### src/rtl/clock_pkg.sv
// Shared encodings for the clock time-setting controller.
package clock_pkg;

    typedef enum logic [1:0] {
        MODE_RUN      = 2'd0,
        MODE_SET_HOUR = 2'd1,
        MODE_SET_MIN  = 2'd2,
        MODE_SET_SEC  = 2'd3
    } mode_e;

    localparam logic [3:0] BLINK_NONE = 4'b0000;
    localparam logic [3:0] BLINK_HOUR = 4'b1100;
    localparam logic [3:0] BLINK_MIN  = 4'b0011;
    localparam logic [3:0] BLINK_SEC  = 4'b1111;

    typedef struct packed {
        logic inc_hour;
        logic inc_min;
        logic clr_sec;
    } strobe_t;

    function automatic mode_e next_mode(input mode_e m);
        case (m)
            MODE_RUN:      return MODE_SET_HOUR;
            MODE_SET_HOUR: return MODE_SET_MIN;
            MODE_SET_MIN:  return MODE_SET_SEC;
            default:       return MODE_RUN;
        endcase
    endfunction

    // Digits blanked during the "off" half of the blink for each mode.
    function automatic logic [3:0] blink_pattern(input mode_e m);
        case (m)
            MODE_SET_HOUR: return BLINK_HOUR;
            MODE_SET_MIN:  return BLINK_MIN;
            MODE_SET_SEC:  return BLINK_SEC;
            default:       return BLINK_NONE;
        endcase
    endfunction

endpackage

### src/rtl/btn_debounce.sv
// Raw button conditioning: 2-flop synchronizer, stable-count debouncer and
// a one-cycle pulse on the rising edge of the debounced level.
module btn_debounce #(
    parameter int unsigned DEB_CYCLES = 16
) (
    input  logic clk,
    input  logic rst_n,
    input  logic btn,
    output logic level,
    output logic rise
);

    localparam int unsigned     CNT_W   = $clog2(DEB_CYCLES + 1);
    localparam logic [CNT_W-1:0] CNT_LIM = CNT_W'(DEB_CYCLES);

    logic [1:0]       sync_q;
    logic             level_q, level_d;
    logic             rise_q, rise_d;
    logic [CNT_W-1:0] cnt_q, cnt_d;

    // Level flips only after the synchronized input disagrees for DEB_CYCLES+1 samples.
    always_comb begin
        level_d = level_q;
        rise_d  = 1'b0;
        cnt_d   = '0;
        if (sync_q[1] != level_q) begin
            if (cnt_q == CNT_LIM) begin
                level_d = sync_q[1];
                rise_d  = sync_q[1];
            end else begin
                cnt_d = cnt_q + CNT_W'(1);
            end
        end
    end

    always_ff @(posedge clk or negedge rst_n) begin
        if (!rst_n) begin
            sync_q  <= '0;
            level_q <= 1'b0;
            rise_q  <= 1'b0;
            cnt_q   <= '0;
        end else begin
            sync_q  <= {sync_q[0], btn};
            level_q <= level_d;
            rise_q  <= rise_d;
            cnt_q   <= cnt_d;
        end
    end

    assign level = level_q;
    assign rise  = rise_q;

endmodule

### src/rtl/clock_set_ctrl.sv
// Time-setting controller: mode FSM, field increment/clear strobes with
// auto-repeat, counter run-enable and display blink mask.
module clock_set_ctrl
    import clock_pkg::*;
#(
    parameter int unsigned DEB_CYCLES   = 16,
    parameter int unsigned REPEAT_DELAY = 32,
    parameter int unsigned REPEAT_RATE  = 8,
    parameter int unsigned BLINK_HALF   = 25_000_000
) (
    input  logic       clk,
    input  logic       rst_n,
    input  logic       btn_mode,
    input  logic       btn_inc,
    output logic       run_en,
    output logic       inc_hour,
    output logic       inc_min,
    output logic       clr_sec,
    output logic [1:0] mode,
    output logic [3:0] blink_mask
);

    localparam int unsigned REP_MAX = (REPEAT_DELAY > REPEAT_RATE) ? REPEAT_DELAY : REPEAT_RATE;
    localparam int unsigned REP_W   = $clog2(REP_MAX + 1);
    localparam int unsigned BLINK_W = $clog2(BLINK_HALF + 1);

    localparam logic [REP_W-1:0]   DELAY_LIM = REP_W'(REPEAT_DELAY - 1);
    localparam logic [REP_W-1:0]   RATE_LIM  = REP_W'(REPEAT_RATE - 1);
    localparam logic [BLINK_W-1:0] BLINK_LIM = BLINK_W'(BLINK_HALF - 1);

    logic mode_lvl, mode_rise, mode_press;
    logic inc_lvl, inc_rise;

    btn_debounce #(.DEB_CYCLES(DEB_CYCLES)) u_deb_mode (
        .clk   (clk),
        .rst_n (rst_n),
        .btn   (btn_mode),
        .level (mode_lvl),
        .rise  (mode_rise)
    );

    btn_debounce #(.DEB_CYCLES(DEB_CYCLES)) u_deb_inc (
        .clk   (clk),
        .rst_n (rst_n),
        .btn   (btn_inc),
        .level (inc_lvl),
        .rise  (inc_rise)
    );

    assign mode_press = mode_rise & mode_lvl;

    mode_e              state_q, state_d;
    strobe_t            strobe_q, strobe_d;
    logic               run_en_q, run_en_d;
    logic [3:0]         mask_q, mask_d;
    logic               rep_act_q, rep_act_d;
    logic               rep_fast_q, rep_fast_d;
    logic [REP_W-1:0]   rep_cnt_q, rep_cnt_d;
    logic               phase_q, phase_d;
    logic [BLINK_W-1:0] blink_cnt_q, blink_cnt_d;

    always_comb begin
        state_d     = state_q;
        strobe_d    = '0;
        rep_act_d   = rep_act_q;
        rep_fast_d  = rep_fast_q;
        rep_cnt_d   = rep_cnt_q;
        phase_d     = phase_q;
        blink_cnt_d = blink_cnt_q;

        // Mode press beats a coincident inc press and cancels any auto-repeat.
        if (mode_press) begin
            state_d   = next_mode(state_q);
            rep_act_d = 1'b0;
        end else if (inc_rise) begin
            rep_cnt_d  = '0;
            rep_fast_d = 1'b0;
            unique case (state_q)
                MODE_SET_HOUR: begin
                    strobe_d.inc_hour = 1'b1;
                    rep_act_d         = 1'b1;
                end
                MODE_SET_MIN: begin
                    strobe_d.inc_min = 1'b1;
                    rep_act_d        = 1'b1;
                end
                MODE_SET_SEC: begin
                    strobe_d.clr_sec = 1'b1;
                    rep_act_d        = 1'b0;
                end
                default: ;
            endcase
        end else if (rep_act_q) begin
            if (!inc_lvl) begin
                rep_act_d = 1'b0;
            end else if (rep_cnt_q == (rep_fast_q ? RATE_LIM : DELAY_LIM)) begin
                rep_cnt_d  = '0;
                rep_fast_d = 1'b1;
                if (state_q == MODE_SET_HOUR) strobe_d.inc_hour = 1'b1;
                else                          strobe_d.inc_min  = 1'b1;
            end else begin
                rep_cnt_d = rep_cnt_q + REP_W'(1);
            end
        end

        // Digits are forced visible on entry to a state and on every strobe.
        if (state_d == MODE_RUN || state_d != state_q || (|strobe_d)) begin
            phase_d     = 1'b0;
            blink_cnt_d = '0;
        end else if (blink_cnt_q == BLINK_LIM) begin
            phase_d     = ~phase_q;
            blink_cnt_d = '0;
        end else begin
            blink_cnt_d = blink_cnt_q + BLINK_W'(1);
        end

        run_en_d = (state_d == MODE_RUN);
        mask_d   = phase_d ? blink_pattern(state_d) : BLINK_NONE;
    end

    always_ff @(posedge clk or negedge rst_n) begin
        if (!rst_n) begin
            state_q     <= MODE_RUN;
            strobe_q    <= '0;
            run_en_q    <= 1'b1;
            mask_q      <= BLINK_NONE;
            rep_act_q   <= 1'b0;
            rep_fast_q  <= 1'b0;
            rep_cnt_q   <= '0;
            phase_q     <= 1'b0;
            blink_cnt_q <= '0;
        end else begin
            state_q     <= state_d;
            strobe_q    <= strobe_d;
            run_en_q    <= run_en_d;
            mask_q      <= mask_d;
            rep_act_q   <= rep_act_d;
            rep_fast_q  <= rep_fast_d;
            rep_cnt_q   <= rep_cnt_d;
            phase_q     <= phase_d;
            blink_cnt_q <= blink_cnt_d;
        end
    end

    assign mode       = state_q;
    assign run_en     = run_en_q;
    assign inc_hour   = strobe_q.inc_hour;
    assign inc_min    = strobe_q.inc_min;
    assign clr_sec    = strobe_q.clr_sec;
    assign blink_mask = mask_q;

endmodule

### config.mk
export PLATFORM = sky130hd
export DESIGN_NAME = clock_set_ctrl
export DESIGN_NICKNAME = d
export VERILOG_FILES = /design/src/rtl/clock_pkg.sv /design/src/rtl/btn_debounce.sv /design/src/rtl/clock_set_ctrl.sv
export SDC_FILE = /design/constraint.sdc
export NUM_CORES = 1
export LEC_CHECK = 0
export ABC_AREA = 1
export BUFFER_PORTS_ARGS = -buffer_cell sky130_fd_sc_hd__buf_2
export CAP_MARGIN = 20
export CORE_MARGIN = 4
export CORE_UTILIZATION = 44
export DETAILED_ROUTE_END_ITERATION = 10
export PLACE_DENSITY = 0.62
export SLEW_MARGIN = 20
export SYNTH_ARGS = -nofsm -noshare
export SYNTH_HDL_FRONTEND = slang
export SYNTH_SLANG_ARGS = --single-unit
### constraint.sdc
create_clock -name clk -period 2.5 [get_ports clk]
set_clock_uncertainty 0.1 [all_clocks]
set_input_delay 0.125 -clock clk [delete_from_list [all_inputs] [get_ports clk]]
set_output_delay 0.125 -clock clk [all_outputs]
set_load 0.05 [all_outputs]
==> impl_metrics.yaml <==
yosys:
  synth_edf_count: 0
  synthFlopType: "dfrtp_1"
  synth_top_area_frac: 0.463
  synth_area_per_cell_um2: 8.02
  synth_cells: 398
  ys_types: 26
  yosysTopAreaCell: "dfrtp_1"
  synthTopCellsByArea: "dfrtp_1 46%, nand2_1 9.2%, inv_1 6.7%, nand3_1 6.6%, nor2_1 6.2%"
  synthArstFlopShare: 1.00
  ys_warn_count: 0
  ys_ff_latch: 60
  syn_nets: 412
  syn_area_um2: 3190
  ys_seq_area_frac: 0.471
die:
  rows: 30
  die_x_um: 93.2
  ios: 14
  start_util: 0.462
  core_area_um2: 6910
  die_h_um: 93.2
  dieArea_um2: 8680
setup_path:
  arrival_ns: 2.36
  start_kind: "flop"
  path_max_fanout: 28
  path_class: "flop to flop"
  required_ns: 2.65
  endpoint_kind: "flop"
global_route:
  use_met2: 0.232
  grt_busiest_layer: "met2"
  use_met1: 0.228
  use_met3: 0.0418
  grt_pass1_vias: 2350
  grt_max_degree: 29
  antenna_found_initial: 0
  grt_pass1_wl_mm: 11.0
  grtUsageTotal: 0.161
  grt-ovfl-total: 0
power_and_ir_drop:
  internal-power_uw: 1720
  comb_power_share: 0.024
  switching_share: 0.208
  p_seq_frac: 0.456
  p_leak_uw: 0.00167
  power.density_nw_per_um2: 595
  p_clk_frac: 0.520
  ir_drop_mv: 0.283
  power.switching_uw: 451
finish:
  regArea_um2: 1500
  nets: 438
  antenna_cells: 0
  fill_cells: 670
  drive_above_1_share: 0.163
  utilization: 0.529
  syn_to_final_growth_pct: 14.5
  multi_input_area_um2: 1430
placement:
  dp_hpwl_mm: 4.60
  place_congestion: 0.847
  portBuffers: 13
route:
  ant_nets: 0
  drt_wl_total_mm: 6.21
  post_drt_wl_per_cell_um: 11.8
  firstDrtPassIters: 4
  viasPerCell: 4.71
  vias: 2473
  post-route-drc-count: 0
  drt-initial-drc-count: 135
cts:
  h-tree-depth: 3
  root_buffer: "clkbuf_8"
  clock_latency_ns: 0.35
  cts_tree: "yes"
  clk_pin_slew_ns: 0.07
  clock_sinks: 60
  clockBufferDepth: 2
  cts-buffers-inserted: 9
timing:
  rsz0062_at_grt: "no"
  final.min_clock_period_ns: 2.21
  setup_viol: 0
  hold_viol: 0
  tns_ns: 0
  post-route-period-util: 0.883
  relSlewSlack: 0.591
  fmax_ghz: 0.453
  drv_slew: 0
  worstMarginPinSlew_ns: 0.609
min_path:
  min_path_type: "input port to asynchronous set/reset pin"
job:
  maxCapViolCount: 0
outcome:
  status: "finished clean"
-- state kept, by name, indices dropped and copies added, names as in the netlist --
register	count
u_deb_inc.rise	1
u_deb_inc.level	1
u_deb_mode.cnt_q	5
run_en	1
rep_cnt_q	6
mode	2
u_deb_mode.rise	1
u_deb_mode.sync_q	2
rep_act_q	1
u_deb_inc.cnt_q	5
clr_sec	1
blink_mask	2
inc_hour	1
u_deb_mode.level	1
u_deb_inc.sync_q	2
inc_min	1
phase_q	1
blink_cnt_q	25
rep_fast_q	1
-- per-stage QoR --
step	std cells	instance area, um2	setup slack (ns)	power (uW)	hold slack, ns
3_3_place_gp	506	3360	0.402	1060	0.0679
3_5_place_dp	506	3360	0.272	1060	0.0759
6_report	525	3650	0.293	2170	0.216
4_1_cts	525	3650	0.273	2200	0.232
5_1_grt	525	3650	0.0509	2260	0.270
2_1_floorplan	398	3190	0.323	1030	-0.271
-- layout by cell type (no fill, tap or decap) --
cell / n
nand2_1: 78
dfrtp_1: 59
inv_1: 57
nor2_1: 53
nand3_1: 42
nor2_2: 22
nor3_1: 20
buf_2: 13
o21ai_0: 11
clkbuf_8: 11
ha_1: 10
xor2_1: 9
xnor2_1: 6
nand2_2: 5
a21oi_1: 5
buf_4: 4
or2_2: 3
nand4_1: 3
bufinv_16: 3
dlygate4sd3_1: 3
nand2_4: 2
nand3_2: 2
clkinv_4: 2
clkinv_2: 1
nand3_4: 1
nand3b_1: 1
o21bai_1: 1
nor3b_1: 1
dfstp_2: 1
-- area by class of cell --
cell class | instances | area share
repair buffers | 20 | 0.0342
well taps | 96 | 0.0329
inverters | 58 | 0.0599
clock buffers | 11 | 0.0414
flip-flops and latches | 60 | 0.411
multi-input cells | 275 | 0.391
clock inverters | 5 | 0.0295
-- final timing paths --
path | cells after the start | from | endpoint | slack [ns]
setup reg to reg | 10 | mode[0] | blink_mask[1] | 0.29
hold reg to reg | 0 | u_deb_inc.sync_q[0] | u_deb_inc.sync_q[1] | 0.25
min in group clk | 0 | u_deb_inc.sync_q[0] | u_deb_inc.sync_q[1] | 0.25
max in group asynchronous | 3 | rst_n | blink_cnt_q[16] | 1.41
hold / removal | 2 | rst_n | u_deb_inc.sync_q[0] | 0.22
setup / recovery | 10 | mode[0] | blink_mask[1] | 0.29
-- power groups by stage --
stage	clock network (uW)	registers, uW	logic (uW)
after floorplan	0	1010	20.3
after global placement	0	1010	49.0
after detailed placement	0	1010	51.1
after CTS	1150	991	55.1
after global routing	1200	992	63.2
final	1130	991	52.2
-- synth_stat cells, types with 3 or more instances --
library cell and number:
dfrtp_1 59, nor2_1 53, inv_1 57, nor3_1 20, a21oi_1 5, or2_2 3
nand4_1 3, ha_1 10, nand3_1 42, xnor2_1 6, nand2_2 5, xor2_1 9
o21ai_0 11, nand2_1 78, nor2_2 22
-- worst max-delay path, stage by stage (launching register included) --
cell and delay [ns]:
dfrtp_1 0.41, inv_1 0.12, ha_1 0.33, inv_1 0.06
nand3_1 0.08, nand2_2 0.07, nand2_2 0.08, nand3_1 0.08
nor2_2 0.13, nand3_4 0.36, nor3_1 0.29
-- what timing repair did --
| item | CTS | global route |
|---|---|---|
| hold endpoints to repair | 26 | 0 |
| buffers inserted | 0 | 0 |
| gates resized for setup | 0 | 0 |
| hold buffers | 3 | 0 |
-- routing by layer --
| layer | up-vias | wire [um] |
|---|---|---|
| li1 | 1298 | - |
| met1 | 1130 | 3230 |
| met2 | 40 | 2670 |
| met3 | 5 | 226 |
| met4 | 0 | 89 |
| met5 | - | 0 |
-- kinds of logic after synthesis --
family	Yosys count	share of synthesized area
AO/OA/AOI/OAI	17	0.0274
AND/OR/NAND/NOR	233	0.339
buffers and inverters	63	0.0819
adder cells (fa/ha/maj)	10	0.0392
flip-flops	60	0.471
XOR/XNOR	15	0.0412
Note: power is estimated with default switching activity, not from simulation.
